$ cat config.mk
export PLATFORM = sky130hd
export DESIGN_NAME = vga_fb_scaler
export DESIGN_NICKNAME = d
export VERILOG_FILES = /design/src/rtl/vga_pkg.sv /design/src/rtl/delay_line.sv /design/src/rtl/vga_fb_scaler.sv
export SDC_FILE = /design/constraint.sdc
export NUM_CORES = 1
export LEC_CHECK = 0
export CAP_MARGIN = 20
export CORE_MARGIN = 2
export CORE_UTILIZATION = 45
export DETAILED_ROUTE_END_ITERATION = 7
export PLACE_DENSITY = 0.75
export SLEW_MARGIN = 20
export SYNTH_ARGS = -nofsm -noshare
export SYNTH_HDL_FRONTEND = slang
export SYNTH_SLANG_ARGS = --single-unit
export TNS_END_PERCENT = 20
$ cat constraint.sdc
create_clock -name clk -period 7 [get_ports clk]
set_clock_uncertainty 0.15 [all_clocks]
set_input_delay 1.4 -clock clk [delete_from_list [all_inputs] [get_ports clk]]
set_output_delay 1.4 -clock clk [all_outputs]
set_load 0.02 [all_outputs]
$ cat src/rtl/vga_pkg.sv
// Shared constants for the VGA pixel path: RGB111 colours and the
// default frame-buffer geometry.
package vga_pkg;

    localparam logic [2:0] BLACK_VGA = 3'b000;
    localparam logic [2:0] RED_VGA   = 3'b100;
    localparam logic [2:0] GREEN_VGA = 3'b010;
    localparam logic [2:0] BLUE_VGA  = 3'b001;

    localparam int SCREEN_X_DEFAULT = 176;
    localparam int SCREEN_Y_DEFAULT = 120;
    localparam int PAGE_SIZE        = SCREEN_X_DEFAULT * SCREEN_Y_DEFAULT;

endpackage

$ cat src/rtl/delay_line.sv
// Fixed-depth shift register; every stage clears asynchronously to CLR so
// the delayed sync/flag bits come out of reset as "inactive".
module delay_line #(
    parameter int           W   = 1,
    parameter int           D   = 1,
    parameter logic [W-1:0] CLR = '0
) (
    input  logic         clk,
    input  logic         rst_n,
    input  logic [W-1:0] din,
    output logic [W-1:0] dout
);

    logic [W-1:0] stage [D];

    // Shift din through D stages, clearing all stages on reset.
    always_ff @(posedge clk or negedge rst_n) begin
        if (!rst_n) begin
            for (int i = 0; i < D; i++) stage[i] <= CLR;
        end else begin
            stage[0] <= din;
            for (int i = 1; i < D; i++) stage[i] <= stage[i-1];
        end
    end

    assign dout = stage[D-1];

endmodule

$ cat src/rtl/vga_fb_scaler.sv
// Pixel fetch and power-of-two scaling between the VGA timing driver and
// the frame buffer. The address is built from incremental counters (no
// multiply/divide); syncs and flags are delayed to line up with read data.
module vga_fb_scaler import vga_pkg::*; #(
    parameter int            SCREEN_X     = SCREEN_X_DEFAULT,
    parameter int            SCREEN_Y     = SCREEN_Y_DEFAULT,
    parameter int            AW           = 16,
    parameter int            DW           = 3,
    parameter int            SCALE_LOG2   = 3,
    parameter int            X_OFF        = 0,
    parameter int            Y_OFF        = 0,
    parameter int            PAGES        = 2,
    parameter int            MEM_LAT      = 1,
    parameter logic [DW-1:0] BORDER_COLOR = DW'(BLACK_VGA)
) (
    input  logic          clk,
    input  logic          rst,
    input  logic [10:0]   pos_x,
    input  logic [10:0]   pos_y,
    input  logic          pix_active,
    input  logic          hsync_n_in,
    input  logic          vsync_n_in,
    input  logic          frame_sel,
    output logic [AW-1:0] mem_addr,
    input  logic [DW-1:0] mem_data,
    output logic [DW-1:0] pixel_out,
    output logic          hsync_n_out,
    output logic          vsync_n_out,
    output logic          page_cur
);

    localparam int SXW = (SCALE_LOG2 > 0) ? SCALE_LOG2 : 1;
    localparam int L   = 1 + MEM_LAT;

    localparam logic [11:0]   X_LO     = 12'(X_OFF);
    localparam logic [11:0]   X_HI     = 12'(X_OFF + (SCREEN_X << SCALE_LOG2));
    localparam logic [11:0]   Y_LO     = 12'(Y_OFF);
    localparam logic [11:0]   Y_HI     = 12'(Y_OFF + (SCREEN_Y << SCALE_LOG2));
    localparam logic [SXW-1:0] S_LAST  = SXW'((1 << SCALE_LOG2) - 1);
    localparam logic [AW-1:0] COL_LAST = AW'(SCREEN_X - 1);
    localparam logic [AW-1:0] ROW_STEP = AW'(SCREEN_X);
    localparam logic [AW-1:0] PAGE_OFS = AW'(SCREEN_X * SCREEN_Y);

    logic           x_in_win, y_in_win, at_x_start, line_start, frame_start;
    logic           in_img, page_eff;
    logic           synced_q, synced_cur;
    logic [SXW-1:0] sx_q, sx_cur, sx_nxt, sy_q, sy_cur;
    logic [AW-1:0]  col_q, col_cur, col_nxt, row_q, row_cur, page_base;
    logic [3:0]     dly;

    // Window decode and the strobes that restart column, row and frame.
    always_comb begin
        x_in_win    = ({1'b0, pos_x} >= X_LO) && ({1'b0, pos_x} < X_HI);
        y_in_win    = ({1'b0, pos_y} >= Y_LO) && ({1'b0, pos_y} < Y_HI);
        at_x_start  = (pos_x == 11'(X_OFF));
        line_start  = at_x_start && pix_active;
        frame_start = (pos_x == 11'd0) && (pos_y == 11'd0);
    end

    // Row state for the current line. It changes only at the line start;
    // synced stays low after reset until the first image row is reached so
    // that no pixel is fetched with half-initialised row counters.
    always_comb begin
        sy_cur     = sy_q;
        row_cur    = row_q;
        synced_cur = synced_q;
        if (line_start) begin
            if (pos_y == 11'(Y_OFF)) begin
                sy_cur     = '0;
                row_cur    = '0;
                synced_cur = 1'b1;
            end else if (y_in_win) begin
                if (sy_q == S_LAST) begin
                    sy_cur  = '0;
                    row_cur = row_q + ROW_STEP;
                end else begin
                    sy_cur = sy_q + SXW'(1);
                end
            end
        end
    end

    // Column state for the current pixel and its successor; col saturates
    // at the last image column.
    always_comb begin
        in_img  = pix_active && x_in_win && y_in_win && synced_cur;
        sx_cur  = at_x_start ? '0 : sx_q;
        col_cur = at_x_start ? '0 : col_q;
        sx_nxt  = sx_cur;
        col_nxt = col_cur;
        if (in_img) begin
            if (sx_cur == S_LAST) begin
                sx_nxt  = '0;
                col_nxt = (col_cur == COL_LAST) ? col_cur : col_cur + AW'(1);
            end else begin
                sx_nxt = sx_cur + SXW'(1);
            end
        end
    end

    // A frame_sel change presented on the frame-start cycle already applies
    // to that first pixel.
    always_comb begin
        page_eff  = (PAGES > 1) && (frame_start ? frame_sel : page_cur);
        page_base = page_eff ? PAGE_OFS : '0;
    end

    // Counter, page and address registers.
    always_ff @(posedge clk or negedge rst) begin
        if (!rst) begin
            sx_q     <= '0;
            col_q    <= '0;
            sy_q     <= '0;
            row_q    <= '0;
            synced_q <= 1'b0;
            page_cur <= 1'b0;
            mem_addr <= '0;
        end else begin
            sx_q     <= sx_nxt;
            col_q    <= col_nxt;
            sy_q     <= sy_cur;
            row_q    <= row_cur;
            synced_q <= synced_cur;
            if ((PAGES > 1) && frame_start) page_cur <= frame_sel;
            if (in_img) mem_addr <= page_base + row_cur + col_cur;
        end
    end

    delay_line #(
        .W   (4),
        .D   (L),
        .CLR (4'b1100)
    ) u_dly (
        .clk   (clk),
        .rst_n (rst),
        .din   ({hsync_n_in, vsync_n_in, pix_active, in_img}),
        .dout  (dly)
    );

    // Output select on the delayed flags: image data, border, or blank.
    always_comb begin
        hsync_n_out = dly[3];
        vsync_n_out = dly[2];
        pixel_out   = '0;
        if (dly[0])      pixel_out = mem_data;
        else if (dly[1]) pixel_out = BORDER_COLOR;
    end

endmodule

# Word level (Yosys, flattened, before mapping)
# Index checks and enable logic that the tools add are counted.
[totals]
reg_bits = 64
latch_bits = 0
ram_bits = 0
rom_bits = 0
inputBits = 31
output_inout_bits = 22
mem_count = 0
[classes]
n_addsub = 6
mul = 0
n_div = 0
magnitude_cmp = 2
eq_ne = 3
shifts = 0
mux = 19
bitwise = 0
reduce_logical = 9
[op_table]
columns = ["operator", "count"]
rows = [
  ["16-bit two-way mux", 8],
  ["11-bit zero test", 2],
  ["3-bit two-way mux", 7],
  ["15-bit by 16-bit adder with 16-bit output", 1],
  ["16-bit by 1-bit adder with 16-bit output, second input constant", 1],
  ["16-bit adder", 1],
  ["16-bit by 8-bit adder with 16-bit output, second input constant", 1],
  ["16-bit by 8-bit == test with 1-bit output, second input constant", 1],
  ["15-bit two-way mux", 1],
  ["11-bit by 10-bit < comparator with 1-bit output, second input constant", 1],
  ["11-bit < comparator, second input constant", 1],
  ["3-bit by 1-bit adder with 3-bit output, second input constant", 2],
  ["3-bit == test, second input constant", 2],
  ["1-bit logical AND", 5],
  ["1-bit two-way mux", 3],
  ["2-bit AND reduction", 1],
  ["2-bit nonzero test", 1],
]

# Logic depth before layout (Yosys ltp)
# Gate-level depths: netlist of run 1.
[logic_depth]
ltp_word = 7
mapped_depth = 17
mapped_depth_nobuf = 17

# Hierarchy
# Synthesis of run 1 repeated with hierarchy kept, for this count alone.
[hier_totals]
hier_cells = 383
hier_area_um2 = 3887.5
[modules_own_cells]
columns = ["mod", "instances", "cells_per_inst", "area_each_um2"]
rows = [
  ["vga_fb_scaler", 1, 371, 3652.3],
  ["delay_line", 1, 12, 235.2],
]

# Worst setup path before layout of run 1
# OpenSTA, ideal clock, no wires.
[synth_timing]
path_type = "input -> register"
startpoint = "input port pos_x[8]"
endpoint = "register mem_addr[15]"
setup_time_ns = 0.069
arrival_ns = 4.975
required_ns = 6.781
setup_slack_ns = 1.806
stages = 16
cell_sequence = "nor4_2 -> and3_1 -> buf_2 -> and3_1 -> clkbuf_1 -> nor2b_1 -> ha_1 -> ha_1 -> fa_1 -> a211oi_1 -> o21a_1 -> o31ai_1 -> o31ai_1 -> o21ai_0 -> or3_1 -> nand3_1"
[synth_between]
elab_cells_between_ends = 14
cone_classes = "add/sub: 2; order compare: 1; mux: 5; reduce/logical: 6"
[synth_lines]
columns = ["element", "line_no", "source"]
rows = [
  ["start, declared", "vga_fb_scaler.sv:18", "input logic [10:0] pos_x,"],
  ["11-bit zero test", "vga_fb_scaler.sv:55", "at_x_start = (pos_x == 11'(X_OFF));"],
  ["1-bit logical AND", "vga_fb_scaler.sv:56", "line_start = at_x_start && pix_active;"],
  ["16-bit two-way mux", "vga_fb_scaler.sv:67", "if (line_start) begin"],
  ["net row_cur[1]", "vga_fb_scaler.sv:48", "logic [AW-1:0] col_q, col_cur, col_nxt, row_q, row_cur, page_base;"],
  ["15-bit by 16-bit adder with 16-bit output", "vga_fb_scaler.sv:125", "if (in_img) mem_addr <= page_base + row_cur + col_cur;"],
  ["16-bit adder", "vga_fb_scaler.sv:125", ""],
  ["end signal, assigned", "vga_fb_scaler.sv:125", ""],
  ["end, declared", "vga_fb_scaler.sv:24", "output logic [AW-1:0] mem_addr,"],
]
# The timed path passes the listed nets, and every way through them passes these cells.
# A chain may end at the register's enable or synchronous reset.

# Final worst setup path of run 1
[layout_timing]
startpoint = "input port pos_x[8]"
endpoint = "register mem_addr[14]"
[layout_between]
elab_chain_cells = 6
elab_cells_between_ends = 14
cone_classes = "add/sub: 2; order compare: 1; mux: 5; reduce/logical: 6"
[layout_lines]
columns = ["element", "line_no", "source"]
rows = [
  ["11-bit zero test", "vga_fb_scaler.sv:55, vga_fb_scaler.sv:57", ""],
  ["1-bit logical AND", "vga_fb_scaler.sv:57", "frame_start = (pos_x == 11'd0) && (pos_y == 11'd0);"],
  ["1-bit two-way mux", "vga_fb_scaler.sv:104", "page_eff = (PAGES > 1) && (frame_start ? frame_sel : page_cur);"],
  ["15-bit two-way mux", "vga_fb_scaler.sv:105", "page_base = page_eff ? PAGE_OFS : '0;"],
  ["15-bit by 16-bit adder with 16-bit output", "vga_fb_scaler.sv:125", ""],
  ["16-bit adder", "vga_fb_scaler.sv:125", ""],
]
# Several ways; a longest one is shown, not always the timed one.

==> results of run 1 <==
## worst paths after layout
check                                         startpoint                        to  cells past startpoint
worst min-delay path            u_dly.stage[4]$_DFF_PN0_   u_dly.dout[0]$_DFF_PN0_                      0
worst max-delay path                            pos_x[8]  mem_addr[14]$_DFFE_PN0P_                     16
min in group asynchronous                            rst  mem_addr[13]$_DFFE_PN0P_                      2
max in group asynchronous                            rst   mem_addr[6]$_DFFE_PN0P_                      2
worst min register to register  u_dly.stage[4]$_DFF_PN0_   u_dly.dout[0]$_DFF_PN0_                      0
worst max register to register       sy_q[0]$_DFFE_PN0P_  mem_addr[15]$_DFFE_PN0P_                     17
## routing by layer
layer  track usage (%)  vias to the layer above
met5                 0                        -
li1                  -                     1410
met4              7.25                        0
met2              31.9                       61
met3              5.03                       12
met1              23.9                     1376
## area by class of cell
cell class	count	area (sq um)	share of cell area [%]
tap	105	131	2.89
inverter	19	71.3	1.57
sequential	62	1560	34.2
timing repair buffer	55	538	11.8
clock buffer	10	138	3.03
clock inverter	6	85.1	1.87
multi-input combinational	286	2030	44.6
## cells in the mapped netlist, types with 3 or more instances
cell type,n
a21o_1,3
a21oi_1,11
and2_1,17
and3_1,6
and4_1,4
clkbuf_1,6
dfrtp_1,58
dfstp_2,4
fa_1,5
ha_1,31
inv_1,19
mux2_2,4
nand2_1,50
nand3_1,16
nand4_1,4
nor2_1,22
nor2b_1,6
nor3_1,5
nor4_1,5
o21a_1,3
o21ai_0,23
o31ai_1,5
xnor2_1,22
xor2_1,16
## state kept, by name (all words and copies together), names as in the netlist
name         count
u_dly.dout       3
page_cur         1
row_q           16
synced_q         1
mem_addr        16
u_dly.stage      3
sx_q             3
sy_q             3
col_q           16
## kinds of logic (layout without fill, tap and decap cells)
logic type	after synthesis	count (layout)	share of synthesized area, %
DFF	62	62	42.2
xor gates and xnor gates	38	38	9.03
buffers and inverters	27	90	2.82
AOI/OAI and AO/OA	56	56	9.27
adders and majority gates	36	36	13.2
muxes	4	4	1.22
and+or+nand+nor	152	152	22.2
## metrics by stage
stage / setup slack, ns / instance area (sq um) / hold slack, ns / util [%]
floorplan: 1.81 / 3690 / 0.181 / -
global placement: 1.17 / 4320 / 0.187 / 53.4
finish: 1.44 / 4550 / 0.204 / 56.2
CTS: 1.44 / 4550 / 0.203 / 56.2
global route: 1.12 / 4550 / 0.213 / 56.2
detailed placement: 1.10 / 4320 / 0.187 / 53.4
## layout by cell type, fill, tap and decap left out, types with 5 or more instances in the layout
master / n
clkdlybuf4s50_1: 51
o21ai_0: 23
nor2_1: 22
ha_1: 31
and2_1: 17
and3_1: 6
clkbuf_8: 10
nor3_1: 5
xnor2_1: 22
fa_1: 5
o31ai_1: 5
nand3_1: 16
nor4_1: 5
a21oi_1: 11
xor2_1: 16
inv_1: 19
dfrtp_1: 58
nor2b_1: 6
nand2_1: 50
## power breakdown
group	total, mW	internal, mW	switching [mW]
logic	0.0307	0.0170	0.0137
clock network	0.355	0.209	0.146
registers	0.361	0.360	0.000327
## critical path, delay by kind of cell
| family | cells | cell delay [ns] |
|---|---|---|
| buf+inv | 2 | 0.48 |
| fa+ha+maj | 2 | 0.89 |
| xor+xnor | 2 | 0.33 |
| compound gates | 6 | 1.36 |
| simple gates | 4 | 1.13 |
==> metrics.cfg, run 1 <==
[power_and_ir_drop]
p_total_mw = 0.746
ir_drop_mv = 0.101
powerDensity_nw_per_um2 = 164
leakage_nw = 2.17

[detailed_routing]
wl_met1_mm = 3.51
num_vias = 2859
wire_per_inst_um = 14.2
drtAntennaViolNets = 0
routed.top_layer = met4
drt_iter0_drc = 89
wl_met2_mm = 3.75
drt_pass1_iterations = 6
dr_wl_met3_um = 310
routed_via_density = 5.27
drc_errors = 0
wl_mm = 7.73

[global_route]
grt_pass1_vias = 2861
grt_max_degree = 63
track_usage_pct = 19.1
antenna_found_initial = 0
grt_pass1_wl_mm = 13.1
grt_overflow = 0

[timing]
grt_setup_unrepaired = no
slew_headroom_pct = 47.7
drv_slew = 0
fin_crit_sh_pct = 79.4
period_needed_ns = 5.56
hold_violations = 0
setup_violations = 0
worst_pin_slew_ns = 0.784
fmax_ghz = 0.180
fin_tns_setup_ns = 0

[critical_path]
path_class = input port to register
startpoint_type = input port
cp.arrival_ns = 5.61
critPathMaxFanout = 11
end_kind = register
rrSetupSlack_ns = 2.78
critPathRequiredTime_ns = 7.05
crit_top_cell = o21ai_0
cp_slowest_cell = fa_1
critical_path.max_stage_delay_ns = 0.55
crit_chain = clkdlybuf4s50_1, nor4_2, and3_1, nand4_1, xnor2_1, nand2_1, fa_1, inv_1, ha_1, a2111oi_0, o21ai_0, a41oi_1, o21ai_0, a21oi_1, xor2_1, o21ai_0

[outcome]
status = complete, no violations

[logic_synthesis]
synth_area_sq_um = 3690
ys_warn_count = 0
ys.flop_type = dfrtp_1
synth_top_area_share_pct = 39.4
synth_top_area_cell = dfrtp_1
synth.top_cells.by_area = dfrtp_1, ha_1, xnor2_1
yosysSeqAreaShare_pct = 42.2
yosysUniqueCellTypes = 45
synth_edf_count = 0
synth.net_count = 442
syn-instance-count = 375
async_reset_ff_share_pct = 100
yosys_register_bits = 62
avgSynthCellArea_sq_um = 9.83

[finish]
fillers = 723
layout.cells.non_filler = 543
fin_nets = 500
drive_above_1_share_pct = 8.68
diodes = 0
syn2layout_area_growth_pct = 23.3

[clock_network]
htreeDepth = 3
holdBufCountCts = 0
clk_pin_slew_worst_paths_ns = 0.07
tritoncts = yes
cts_setup_buffers = 0
clock_latency_ns = 0.35
cts_made_buffers = 9
clock_tree.root_cell = clkbuf_8
cts_sinks = 62
post_cts_resized = 0
clk_path_buf_depth = 2

[die]
die_w_um = 94.5
row_count = 33
core_area_sq_um = 8090
boundaryPins = 53
dieHeight_um = 94.5
die_area_sq_um = 8930
start_util_pct = 45.5

[place]
portBuffers = 52
placed_cells = 527
hpwlAfterDp_mm = 5.81
gp_congestion = 0.905

[run]
cap_violations = 0

[hold_path]
hp-class = register to register

Note: power is estimated with default switching activity, not from simulation.
==> run 2, diff against run 1 <==
==> constraint.sdc (replaced) <==
create_clock -name clk -period 5.4 [get_ports clk]
set_clock_uncertainty 0.15 [all_clocks]
set_input_delay 1.08 -clock clk [delete_from_list [all_inputs] [get_ports clk]]
set_output_delay 1.08 -clock clk [all_outputs]
set_load 0.02 [all_outputs]
==> metrics.cfg, run 2 (synthesis results as in run 1) <==
[critical_path]
cp.arrival_ns = 4.98  ; -0.63 ns
timing.rr.end = mem_addr[15]$_DFFE_PN0P_
path_class = input port to register
crit_family = simple AND/OR/NAND/NOR gates
cp_slowest_cell = fa_1
crit_chain = clkdlybuf4s50_1, and4_1, nor3b_1, buf_4, nand3_1, nor3b_1, buf_4, nand4_1, xnor2_1, nand2_1, fa_1, inv_1, ha_1, nor2b_1, nor2_1, o21ai_0, a21oi_1, xor2_1, o21ai_0
r2r-start = sy_q[0]$_DFFE_PN0P_
startpoint = pos_y[9]
startpoint_type = input port
critPathMaxFanout = 4  ; -7
end_kind = register
critPathRequiredTime_ns = 5.46  ; -1.59 ns
cp_num_buf_inv = 4  ; +2
critical_path.max_stage_delay_ns = 0.54  ; about the same
rr_worst_depth = 17  ; unchanged
rrSetupSlack_ns = 1.12  ; -1.66 ns

[place]
portBuffers = 52  ; unchanged
gp_congestion = 0.847  ; -6.4%
hpwlAfterDp_mm = 5.91  ; +1.7%
placed_area_sq_um = 4360  ; +0.87%

[finish]
fin_nets = 505  ; +1.0%
multi_input_area_sq_um = 2030  ; +0.37%
final_cell_mix = dfrtp_1, clkdlybuf4s50_1, nand2_1
fillers = 731  ; +1.1%
layout_commonest_cell = dfrtp_1
register_area_sq_um = 1560  ; unchanged
final_area_sq_um = 4530  ; -0.33%
top_regs = col_q: 16 flops, mem_addr: 16 flops, row_q: 16 flops
post-route-util_pct = 56.0  ; -0.19 points
drive_above_1_share_pct = 9.03  ; +0.35 points
diodes = 0  ; unchanged
syn2layout_area_growth_pct = 22.9

[detailed_routing]
drtAntennaViolNets = 0  ; unchanged
wl_mm = 7.89  ; +2.0%
drt_iter0_drc = 118  ; +33%
drc_errors = 0  ; unchanged
num_vias = 2865  ; +0.21%
drt_pass1_iterations = 4  ; -2
routed_via_density = 5.23  ; -0.70%
wire_per_inst_um = 14.4  ; +1.1%

[die]
boundaryPins = 53  ; unchanged
row_count = 33  ; unchanged
dieHeight_um = 94.5  ; unchanged
start_util_pct = 45.5  ; unchanged
core_area_sq_um = 8090  ; unchanged
die_area_sq_um = 8930  ; unchanged
die_w_um = 94.5  ; unchanged

[hold_path]
hold_start = u_dly.stage[4]$_DFF_PN0_
hp-class = register to register
holdPathEnd = u_dly.dout[0]$_DFF_PN0_
hold_depth = 0  ; unchanged

[power_and_ir_drop]
ir_drop_mv = 0.155  ; +54%
powerDensity_nw_per_um2 = 191  ; +17%
leakage_nw = 2.17  ; about the same

[clock_network]
clk_pin_slew_worst_paths_ns = 0.07  ; about the same
cts_setup_buffers = 0  ; unchanged
htreeDepth = 3  ; unchanged
clk_path_buf_depth = 2  ; unchanged
cts_sinks = 62  ; unchanged
clock_latency_ns = 0.35  ; about the same
clock_tree.root_cell = clkbuf_8
tritoncts = yes
post_cts_resized = 0  ; unchanged
cts_made_buffers = 9  ; unchanged
holdBufCountCts = 0  ; unchanged

[timing]
drv_slew = 0  ; unchanged
setup_violations = 0  ; unchanged
fmax_ghz = 0.203
slew_headroom_pct = 47.6  ; -0.15 points
fin_crit_sh_pct = 91.1
period_needed_ns = 4.92
hold_violations = 0  ; unchanged
fin_tns_setup_ns = 0  ; unchanged
worst_pin_slew_ns = 0.787  ; +0.00225 ns
grt_setup_unrepaired = no

[global_route]
grt_pass1_vias = 2853  ; -0.28%
antenna_found_initial = 0  ; unchanged
grt_overflow = 0  ; unchanged
grt_pass1_wl_mm = 13.1  ; -0.21%
grt_max_degree = 63  ; unchanged
track_usage_pct = 19.1  ; about the same

[run]
cap_violations = 0  ; unchanged

[outcome]
status = complete, no violations

-- run 2: cell type report --
class                      count  area share [%]
sequential                    62            34.4
multi-input combinational    286            44.9
tap                          105            2.90
inverter                      19            1.57
clock inverter                 2           0.221
timing repair buffer          60            12.7
clock buffer                  14            3.37
-- run 2: worst max-delay path by stage --
| stage | slack, ns | endpoint | depth (start not counted) |
|---|---|---|---|
| global route | 0.02 | mem_addr[14]$_DFFE_PN0P_ | 16 |
| floorplan | 0.53 | mem_addr[15]$_DFFE_PN0P_ | 16 |
| finish | 0.48 | mem_addr[14]$_DFFE_PN0P_ | 19 |
| detailed placement | 0.06 | mem_addr[14]$_DFFE_PN0P_ | 16 |
| global placement | 0.15 | mem_addr[14]$_DFFE_PN0P_ | 16 |
| CTS | 0.42 | mem_addr[14]$_DFFE_PN0P_ | 16 |
-- run 2: power by group --
group	internal, mW	switching [mW]	total [mW]
sequential	0.467	0.000460	0.468
clock	0.178	0.180	0.358
combinational	0.0226	0.0178	0.0403
-- run 2: layer usage --
metal	vias up	GRT usage, %	part of all wire, %
li1	1418	-	-
met1	1368	23.7	45
met2	62	31.8	48
met3	17	4.55	4.5
met4	0	8.33	2.2
met5	-	0	0
-- run 2: through the flow --
stage	instances	total power [mW]	setup WS (ns)	hold slack, ns
2_1_floorplan	375	0.481	0.526	0.181
3_3_place_gp	532	0.517	0.150	0.187
3_5_place_dp	532	0.518	0.0613	0.187
4_1_cts	548	0.874	0.419	0.204
5_1_grt	548	0.896	0.0196	0.208
6_report	548	0.866	0.481	0.202
